==> src/rtl/bp_be_fe_link.sv <==
// BE endpoint of the FE-BE link: fetch buffer toward issue, command FIFO toward FE, stall/flush/run tracker.
// Latency: FE enqueue -> fetch_v_o 1 cycle, cmd_i accept -> fe_cmd_v_o 1 cycle, no bypass paths.
// Backpressure: fe_queue_ready_o from state and buffer occupancy only; cmd_ready_o is command FIFO not full.
package bp_be_fe_link_pkg;
    typedef enum int unsigned {e_bp_default_cfg = 0} bp_params_e;

    localparam int vaddr_width_gp = 39;

    typedef enum logic [0:0] {e_fe_fetch = 1'b0, e_fe_exception = 1'b1} bp_fe_queue_type_e;
    typedef enum logic [1:0] {
        e_itlb_miss, e_instr_page_fault, e_instr_access_fault, e_illegal_instr
    } bp_fe_exception_code_e;
    typedef enum logic [2:0] {
        e_op_state_reset, e_op_pc_redirection, e_op_icache_fill_response,
        e_op_icache_fence, e_op_itlb_fill_response, e_op_attaboy
    } bp_fe_cmd_opcode_e;

    typedef struct packed {
        bp_fe_queue_type_e          msg_type;
        bp_fe_exception_code_e      xcpt_code;
        logic [vaddr_width_gp-1:0]  pc;
        logic [31:0]                instr;
    } bp_fe_queue_s;

    typedef struct packed {
        bp_fe_cmd_opcode_e          opcode;
        logic [vaddr_width_gp-1:0]  vaddr;
    } bp_fe_cmd_s;

    function automatic int fe_queue_width(bp_params_e cfg);
        case (cfg)
            default: return $bits(bp_fe_queue_s);
        endcase
    endfunction

    function automatic int fe_cmd_width(bp_params_e cfg);
        case (cfg)
            default: return $bits(bp_fe_cmd_s);
        endcase
    endfunction
endpackage

// Generic FIFO with synchronous clear that overrides push and pop.
// Latency: push visible at head_dat one cycle later.
// Backpressure: push ignored when full, pop ignored when empty.
module bp_be_fe_link_fifo #(
    parameter int width_p = 8,
    parameter int els_p   = 2
) (
    input  logic               clk,
    input  logic               rst_n,
    input  logic               clr,
    input  logic               push,
    input  logic [width_p-1:0] push_dat,
    input  logic               pop,
    output logic [width_p-1:0] head_dat,
    output logic               full,
    output logic               empty
);
    localparam int ptr_w = (els_p > 1) ? $clog2(els_p) : 1;
    localparam int cnt_w = $clog2(els_p + 1);

    logic [width_p-1:0] mem [els_p];
    logic [ptr_w-1:0]   rd_ptr, wr_ptr;
    logic [cnt_w-1:0]   cnt;
    logic               push_ok, pop_ok;

    function automatic logic [ptr_w-1:0] inc(input logic [ptr_w-1:0] p);
        return (p == ptr_w'(els_p - 1)) ? '0 : p + ptr_w'(1);
    endfunction

    assign full     = (cnt == cnt_w'(els_p));
    assign empty    = (cnt == '0);
    assign push_ok  = push && !full;
    assign pop_ok   = pop && !empty;
    assign head_dat = mem[rd_ptr];

    always_ff @(posedge clk or negedge rst_n) begin
        if (!rst_n) begin
            rd_ptr <= '0;
            wr_ptr <= '0;
            cnt    <= '0;
        end else if (clr) begin
            rd_ptr <= '0;
            wr_ptr <= '0;
            cnt    <= '0;
        end else begin
            if (push_ok) wr_ptr <= inc(wr_ptr);
            if (pop_ok)  rd_ptr <= inc(rd_ptr);
            if (push_ok && !pop_ok)      cnt <= cnt + cnt_w'(1);
            else if (!push_ok && pop_ok) cnt <= cnt - cnt_w'(1);
        end
    end

    always_ff @(posedge clk) begin
        if (push_ok && !clr) mem[wr_ptr] <= push_dat;
    end
endmodule

// FE-BE link top: buffers FE messages, serializes BE commands, tracks FE protocol state.
// Latency: 1 cycle from either input channel to the corresponding output valid.
// Backpressure: stall/flush always accept (and discard); run accepts while the fetch buffer has room.
module bp_be_fe_link
    import bp_be_fe_link_pkg::*;
#(
    parameter bp_params_e bp_params_p = e_bp_default_cfg,
    parameter int queue_els_p = 4,
    parameter int cmd_els_p   = 2,
    localparam int fe_queue_width_lp = fe_queue_width(bp_params_p),
    localparam int fe_cmd_width_lp   = fe_cmd_width(bp_params_p)
) (
    input  logic                         clk_i,
    input  logic                         reset_n_i,
    input  logic [fe_queue_width_lp-1:0] fe_queue_i,
    input  logic                         fe_queue_v_i,
    output logic                         fe_queue_ready_o,
    output logic [fe_cmd_width_lp-1:0]   fe_cmd_o,
    output logic                         fe_cmd_v_o,
    input  logic                         fe_cmd_yumi_i,
    input  logic [fe_cmd_width_lp-1:0]   cmd_i,
    input  logic                         cmd_v_i,
    output logic                         cmd_ready_o,
    output logic [fe_queue_width_lp-1:0] fetch_o,
    output logic                         fetch_v_o,
    input  logic                         fetch_yumi_i,
    output logic [7:0]                   drop_cnt_o,
    output logic                         err_o
);
    localparam int pend_w = $clog2(cmd_els_p + 1);
    localparam int op_w   = $bits(bp_fe_cmd_opcode_e);
    localparam int typ_w  = $bits(bp_fe_queue_type_e);

    typedef enum logic [1:0] {e_stall, e_flush, e_run} state_e;

    state_e              state_r, state_n;
    logic [pend_w-1:0]   pend_r, pend_n;
    logic                fetch_full, fetch_empty, cmd_full, cmd_empty;
    bp_fe_cmd_opcode_e   req_op, head_op;
    bp_fe_queue_type_e   arr_type;
    logic                cmd_acc, na_acc, cmd_pop, na_pop;
    logic                arrive, drop, enq, set_err;

    // Opcode and message type are the MSB fields of their packed structs.
    assign req_op   = bp_fe_cmd_opcode_e'(cmd_i[fe_cmd_width_lp-1 -: op_w]);
    assign head_op  = bp_fe_cmd_opcode_e'(fe_cmd_o[fe_cmd_width_lp-1 -: op_w]);
    assign arr_type = bp_fe_queue_type_e'(fe_queue_i[fe_queue_width_lp-1 -: typ_w]);

    assign cmd_acc = cmd_v_i && !cmd_full;
    assign na_acc  = cmd_acc && (req_op != e_op_attaboy);
    assign cmd_pop = fe_cmd_yumi_i && !cmd_empty;
    assign na_pop  = cmd_pop && (head_op != e_op_attaboy);

    assign cmd_ready_o = !cmd_full;
    assign fe_cmd_v_o  = !cmd_empty;
    assign fetch_v_o   = !fetch_empty;

    always_ff @(posedge clk_i or negedge reset_n_i) begin
        if (!reset_n_i) state_r <= e_stall;
        else            state_r <= state_n;
    end

    always_comb begin
        pend_n = pend_r;
        if (na_acc && !na_pop)      pend_n = pend_r + pend_w'(1);
        else if (!na_acc && na_pop) pend_n = pend_r - pend_w'(1);
    end

    always_comb begin
        state_n = state_r;
        unique case (state_r)
            e_stall: if (na_acc) state_n = e_flush;
            e_flush: if (pend_n == '0) state_n = e_run;
            e_run: begin
                if (na_acc)                                  state_n = e_flush;
                else if (enq && arr_type == e_fe_exception)  state_n = e_stall;
            end
            default: state_n = e_stall;
        endcase
    end

    // A redirect accepted in run also discards the message arriving alongside it.
    always_comb begin
        fe_queue_ready_o = (state_r != e_run) || !fetch_full;
        arrive           = fe_queue_v_i && fe_queue_ready_o;
        drop             = arrive && ((state_r != e_run) || na_acc);
        enq              = arrive && !drop;
        set_err          = arrive && (state_r == e_stall);
    end

    always_ff @(posedge clk_i or negedge reset_n_i) begin
        if (!reset_n_i) begin
            pend_r     <= '0;
            drop_cnt_o <= '0;
            err_o      <= 1'b0;
        end else begin
            pend_r <= pend_n;
            if (drop && drop_cnt_o != 8'hff) drop_cnt_o <= drop_cnt_o + 8'd1;
            if (set_err) err_o <= 1'b1;
        end
    end

    bp_be_fe_link_fifo #(.width_p(fe_queue_width_lp), .els_p(queue_els_p)) fetch_buf (
        .clk      (clk_i),
        .rst_n    (reset_n_i),
        .clr      (na_acc),
        .push     (enq),
        .push_dat (fe_queue_i),
        .pop      (fetch_yumi_i),
        .head_dat (fetch_o),
        .full     (fetch_full),
        .empty    (fetch_empty)
    );

    bp_be_fe_link_fifo #(.width_p(fe_cmd_width_lp), .els_p(cmd_els_p)) cmd_buf (
        .clk      (clk_i),
        .rst_n    (reset_n_i),
        .clr      (1'b0),
        .push     (cmd_v_i),
        .push_dat (cmd_i),
        .pop      (fe_cmd_yumi_i),
        .head_dat (fe_cmd_o),
        .full     (cmd_full),
        .empty    (cmd_empty)
    );
endmodule

==> config.mk <==
export PLATFORM = sky130hd
export DESIGN_NAME = bp_be_fe_link
export DESIGN_NICKNAME = d
export VERILOG_FILES = /design/src/rtl/bp_be_fe_link.sv
export SDC_FILE = /design/constraint.sdc
export NUM_CORES = 1
export LEC_CHECK = 0
export ABC_CLOCK_PERIOD_IN_PS = 7880
export BUFFER_PORTS_ARGS = -buffer_cell sky130_fd_sc_hd__buf_2
export CAP_MARGIN = 20
export CORE_MARGIN = 5
export CORE_UTILIZATION = 27
export CTS_CLUSTER_DIAMETER = 60
export DETAILED_ROUTE_END_ITERATION = 12
export GPL_ROUTABILITY_DRIVEN = 0
export PLACE_DENSITY_LB_ADDON = 0.1
export SKIP_CTS_REPAIR_TIMING = 1
export SYNTH_ARGS = -nofsm -noshare
export SYNTH_HDL_FRONTEND = slang
export SYNTH_SLANG_ARGS = --single-unit
==> constraint.sdc <==
create_clock -name clk_i -period 7.88 [get_ports clk_i]
set_input_delay 1.576 -clock clk_i [delete_from_list [all_inputs] [get_ports clk_i]]
set_output_delay 1.576 -clock clk_i [all_outputs]
set_load 0.005 [all_outputs]
## Yosys cells after proc, flatten, opt, wreduce, memory -nomap -nowiden

Memory sizes are Yosys's and may differ from the RTL's.
Index checks and enable logic that the tools add are counted.

| cells by class | value |
|---|---|
| add/subtract/negate cells | 11 |
| eq/ne operators | 13 |
| muxes and demuxes | 24 |
| reductions and logical operators | 41 |

Operator list:

| cell | number |
|---|---|
| $mux 2 | 14 |
| $logic_and 1x1->1 | 19 |
| $logic_not 1->1 | 11 |
| $mux 3 | 3 |
| $add 2x1->2 const B | 4 |
| $add 8x1->8 const B | 1 |
| $eq 2x2->1 const B | 4 |
| $ne 8x8->1 const B | 1 |
| $logic_not 2->1 | 3 |
| $mux 1 | 6 |
| $ne 3x3->1 const B | 2 |
| $pmux 2 s3 | 1 |
| $reduce_bool 2->1 | 3 |
| $ne 2x2->1 const B | 2 |
| $sub 2x1->2 const B | 2 |
| $add 3x1->3 const B | 1 |
| $eq 3x3->1 const B | 1 |
| $logic_not 3->1 | 1 |
| $ne 3x2->1 const B | 1 |
| $reduce_and 3->1 | 1 |
| $reduce_bool 3->1 | 1 |
| $sub 3x1->3 const B | 1 |
| $add 1x1->1 const B | 2 |
| $eq 2x1->1 const B | 1 |
| 2 further kinds | 3 |

| storage, ports and cells | value |
|---|---|
| bits in registers | 24 |
| bits in writable memories | 380 |
| input bits | 122 |
| output and inout port bits | 129 |
| logic and storage cells | 101 |
| memories kept | 2 |

Memories:

| memory | depth | width | rd ports | clocked after Yosys merged registers in | wr ports | line | RTL |
|---|---|---|---|---|---|---|---|
| fetch_buf.mem | 4 | 74 | 1 | 0 | 1 | 63 | `logic [width_p-1:0] mem [els_p];` |
| cmd_buf.mem | 2 | 42 | 1 | 0 | 1 | 63 |  |

## Logic depth before layout (Yosys ltp)

| depth | value |
|---|---|
| depth after elaboration | 14 |
| mapped depth | 9 |
| depth with buffers taken out | 8 |

## Cells and area by module

Synthesis repeated with hierarchy kept, for this count alone.

| unflattened totals | value |
|---|---|
| cells, all modules | 679 |
| area total of the unflattened synthesis | 15,297.2 um^2 |

By module, submodules not included:

| module | times used | cells an instance | area each (um^2) | seq. area each (um^2) |
|---|---|---|---|---|
| bp_be_fe_link_fifo at fetch_buf | 1 | 448 | 11,253.3 | 9,063.7 |
| bp_be_fe_link_fifo at cmd_buf | 1 | 156 | 3,239.4 | 2,622.5 |
| bp_be_fe_link | 1 | 75 | 804.5 | 325.3 |

## Worst setup path before layout

No wires, ideal clock.

| timing | value |
|---|---|
| path kind | input port to flip-flop |
| from | input port cmd_i[40] |
| to | memory fetch_buf.mem[0][0] (netlist name), enable pin |
| setup time | 0.440 ns |
| arrival time | 4.120 ns |
| data required time | 7.440 ns |
| slack | 3.320 ns |
| stages on the path | 5 |
| buffers on the path | 1 |
| path through | nand3b_1 a31oi_4 and3_1 buf_2 and2_1 |

| on the way | value |
|---|---|
| cells in the longest elaborated chain, start to end | 10 |
| elaborated cells between the ends (all ways) | 11 |

Ends and longest elaborated chain:

| item | line | RTL |
|---|---|---|
| from (decl) | 120 | `input logic [fe_cmd_width_lp-1:0] cmd_i,` |
| $ne 3x3->1 * | 149 | `assign na_acc = cmd_acc && (req_op != e_op_attaboy);` |
| $logic_and 1x1->1 * | 149 |  |
| $logic_or 1x1->1 | 185 | `drop = arrive && ((state_r != e_run) \|\| na_acc);` |
| $logic_and 1x1->1 | 185 |  |
| $logic_not 1->1 | 186 | `enq = arrive && !drop;` |
| $logic_and 1x1->1 | 186 |  |
| $logic_and 1x1->1 | 74 | `assign push_ok = push && !full;` |
| $logic_and 1x1->1 * | 96 | `if (push_ok && !clr) mem[wr_ptr] <= push_dat;` |
| $mux 1 * | 96 |  |
| $mux 1 (not written as such) * | 96 |  |
| to (decl) | 63 |  |

Mark *: on every way between the ends. The rest lies on a longest branch, timed or not.

## Worst setup path in the final report

| timing | value |
|---|---|
| from | register fetch_buf.rd_ptr[0] |
| to | output port fetch_o[55] |

| on the way | value |
|---|---|
| cells in the longest elaborated chain, start to end | 1 |

Ends and longest elaborated chain:

| item | line | RTL |
|---|---|---|
| from (decl) | 64 | `logic [ptr_w-1:0] rd_ptr, wr_ptr;` |
| from (signal assigned) | 89 | `if (pop_ok) rd_ptr <= inc(rd_ptr);` |
| $mem_v2 4x74 | -- |  |
| to (decl) | 123 | `output logic [fe_queue_width_lp-1:0] fetch_o,` |

No other way between the ends.

==> metrics <==
status completed; Iter 0 DRT Violations 303; crit-path max FO 42; RSZ-0062 raised after global routing no; CTS root buf clkbuf_16; final wirelength 35700 um; Syn-to-layout area delta 24.07%; synth warn 0; Rows 86; area leader, netlist edfxtp_1; Boundary Pins 251; CTS tree yes; Buf/Inv on CP 2; Tcrit/Tclk final 0.6044; I/O Buffers 250; Syn Area/Cell 23.21 um^2; area share of the largest cell type after synthesis 0.7575; DRC violations left 0; Distinct cells, synth 42; sequential fraction of the synthesis area 0.7973; antenna violations before repair 11; post-detail-place hpwl 22330 um; FILL cells 5313; synthesized netlist cell count 649; drt first pass iters 4; Layout Utilization 0.3386; die span in x 246.2 um; global-route wire length before repair 52250 um; routed vias 7285; Max Transition Viols Final 0; Post-Syn Nets 780; Synth Cell Area 15060 um^2; Die Height 246.2 um; largest net degree at the start of global routing 55; Fin. Hold Viols 0; GRT Util Overall 0.1156; Final setup viols 0; Synth area leaders edfxtp_1 76%, mux4_2 11%, dfrtp_1 4.0%; Setup crit end kind output pin; CP required 6.30 ns; Placeable Area 55200 um^2; CP Cell Sequence buf_4 -> mux4_2 -> buf_2; Critical-path top delay cell dfrtp_4; CTS max path bufs 3; worst-skew pair later-pin latency 0.57 ns; clock skew 0.01558 ns; power per standard cell area 326.3 nW/um^2; hold crit path type reg2reg; Startpoint Class register; initial core utilization 0.2729; Vias per Instance 4.243; delay-heaviest family, CP flip-flops; critical path data arrival time 3.19 ns; ANT nets after route 0; setup TNS 0 ns; Leak 6.359 nW; Die ar. 60620 um^2; peak supply drop 0.2453 mV; layout cells sized above 1 0.4736; Tot Pwr 0.006099 W; worst-margin pin slew 0.9462 ns; CP Class reg2out; Nets 1063; Yosys reg bits 404; Max-Cap Viols 0; via count of the first global-routing pass 7913; Worst path max stage delay 1.03 ns; Final WS setup 3.117 ns; Max Freq 210.0 MHz; grt ovf 0; routed len/inst 20.79 um; Sinks on Clock Net 404; worst rel slew slack 0.3692; H-tree lvl count 2; TritonCTS Buffers 47; CTS clk-pin slew, worst paths 0.06 ns; fin crit period 4.763 ns; dpl ws 3.427 ns
## cells in the final DEF (no fill, tap or decap), types with 5 or more instances in the layout
cell type | Yosys | routed
mux2_2 | 43 | 43
nand4_1 | 5 | 5
xnor2_1 | 10 | 10
ha_1 | 8 | 8
buf_4 | 2 | 9
nand2_1 | 10 | 10
buf_2 | 9 | 250
inv_1 | 6 | 6
clkbuf_16 | 0 | 47
clkinv_1 | 0 | 13
dfrtp_1 | 24 | 21
mux4_2 | 74 | 74
clkbuf_1 | 11 | 11
nor2_1 | 10 | 9
xor2_1 | 6 | 6
nand3_1 | 5 | 5
edfxtp_1 | 380 | 380
## layer usage
layer | GRT usage | share of wire | up-vias
met2 | 0.1912 | 0.48 | 195
met1 | 0.1405 | 0.41 | 3745
met4 | 0.03643 | 0.025 | 14
met3 | 0.04426 | 0.080 | 72
li1 | - | - | 3259
met5 | 0 | 0.0025 | -
## power by group
group / internal, W / switching, W / leakage [nW]
Sequential: 0.00254 / 0.000171 / 3.73
Combinational: 0.000673 / 0.000637 / 1.92
Clock: 0.00123 / 0.000849 / 0.703
Total: 0.00444 / 0.00166 / 6.36
## cell usage after synthesis, drive strengths merged
| cell type | n |
|---|---|
| buf | 14 |
| nor3 | 1 |
| and2 | 4 |
| mux2i | 1 |
| xor2 | 6 |
| or2 | 2 |
| inv | 6 |
| nand2 | 10 |
| or3 | 2 |
| and3 | 6 |
| fa | 1 |
| o21ai | 4 |
| mux2 | 43 |
| nor2 | 10 |
| a21oi | 4 |
| clkbuf | 11 |
| or3b | 1 |
| ha | 8 |
| a21o | 1 |
| nand4b | 2 |
| a311oi | 2 |
| o31ai | 3 |
| and4b | 1 |
| mux4 | 74 |
| nand3 | 5 |
| nand4 | 5 |
| a32o | 1 |
| or2b | 1 |
| or4 | 1 |
| edfxtp | 380 |
| nand2b | 2 |
| dfrtp | 24 |
| nand3b | 1 |
| a31oi | 1 |
| xnor2 | 10 |
| a221oi | 1 |
## final timing paths
check	startpoint	endpoint	slack [ns]	cells after the start
min	err_o$_DFFE_PN0P_	err_o$_DFFE_PN0P_	0.45	1
max reg2reg	state_r[0]$_DFFE_PN0P_	fetch_buf.mem[0][25]$_DFFE_PP_	4.75	5
max	fetch_buf.rd_ptr[0]$_DFFE_PN0P_	fetch_o[55]	3.12	3
min in group asynchronous	reset_n_i	fetch_buf.cnt[1]$_DFFE_PN0P_	1.02	1
max in group asynchronous	reset_n_i	fetch_buf.rd_ptr[1]$_DFFE_PN0P_	6.42	1
min reg2reg	err_o$_DFFE_PN0P_	err_o$_DFFE_PN0P_	0.45	1
## kinds of logic after synthesis
family | count (synthesis) | share of synthesized area
compound gates | 17 | 0.01171
xor+xnor | 16 | 0.009302
fa+ha+maj | 9 | 0.007974
buf+inv | 31 | 0.009468
flops | 404 | 0.7973
mux | 118 | 0.1434
simple gates | 54 | 0.02076
## through the flow
stage / hold slack (ns) / cells / instance area, um^2
final: 0.4465 / 1717 / 18690
after global routing: 0.4860 / 1716 / 18690
after CTS: 0.4566 / 1715 / 18690
after detailed placement: 0.4412 / 1631 / 17230
after global placement: 0.4428 / 1631 / 17230
after floorplan: 0.4510 / 649 / 15060
## state kept, by name, summed over array words and instances, names as in the netlist, 2 cells and up
| name | count |
|---|---|
| cmd_buf.cnt | 2 |
| cmd_buf.mem | 84 |
| drop_cnt_o | 8 |
| fetch_buf.cnt | 3 |
| fetch_buf.mem | 296 |
| fetch_buf.rd_ptr | 2 |
| fetch_buf.wr_ptr | 2 |
| pend_r | 2 |
| state_r | 2 |
## final cells by class
cell class	instances	area (um^2)	area share
diodes	2	5.005	0.0002678
inverters	6	22.52	0.001205
well taps	748	935.9	0.05007
clock buffers	58	1217	0.06514
flip-flops and latches	404	12020	0.6431
repair buffers	259	1319	0.07056
multi-input cells	214	2929	0.1567
clock inverters	26	241.5	0.01292
No activity file was read; power rests on OpenSTA's default activity.
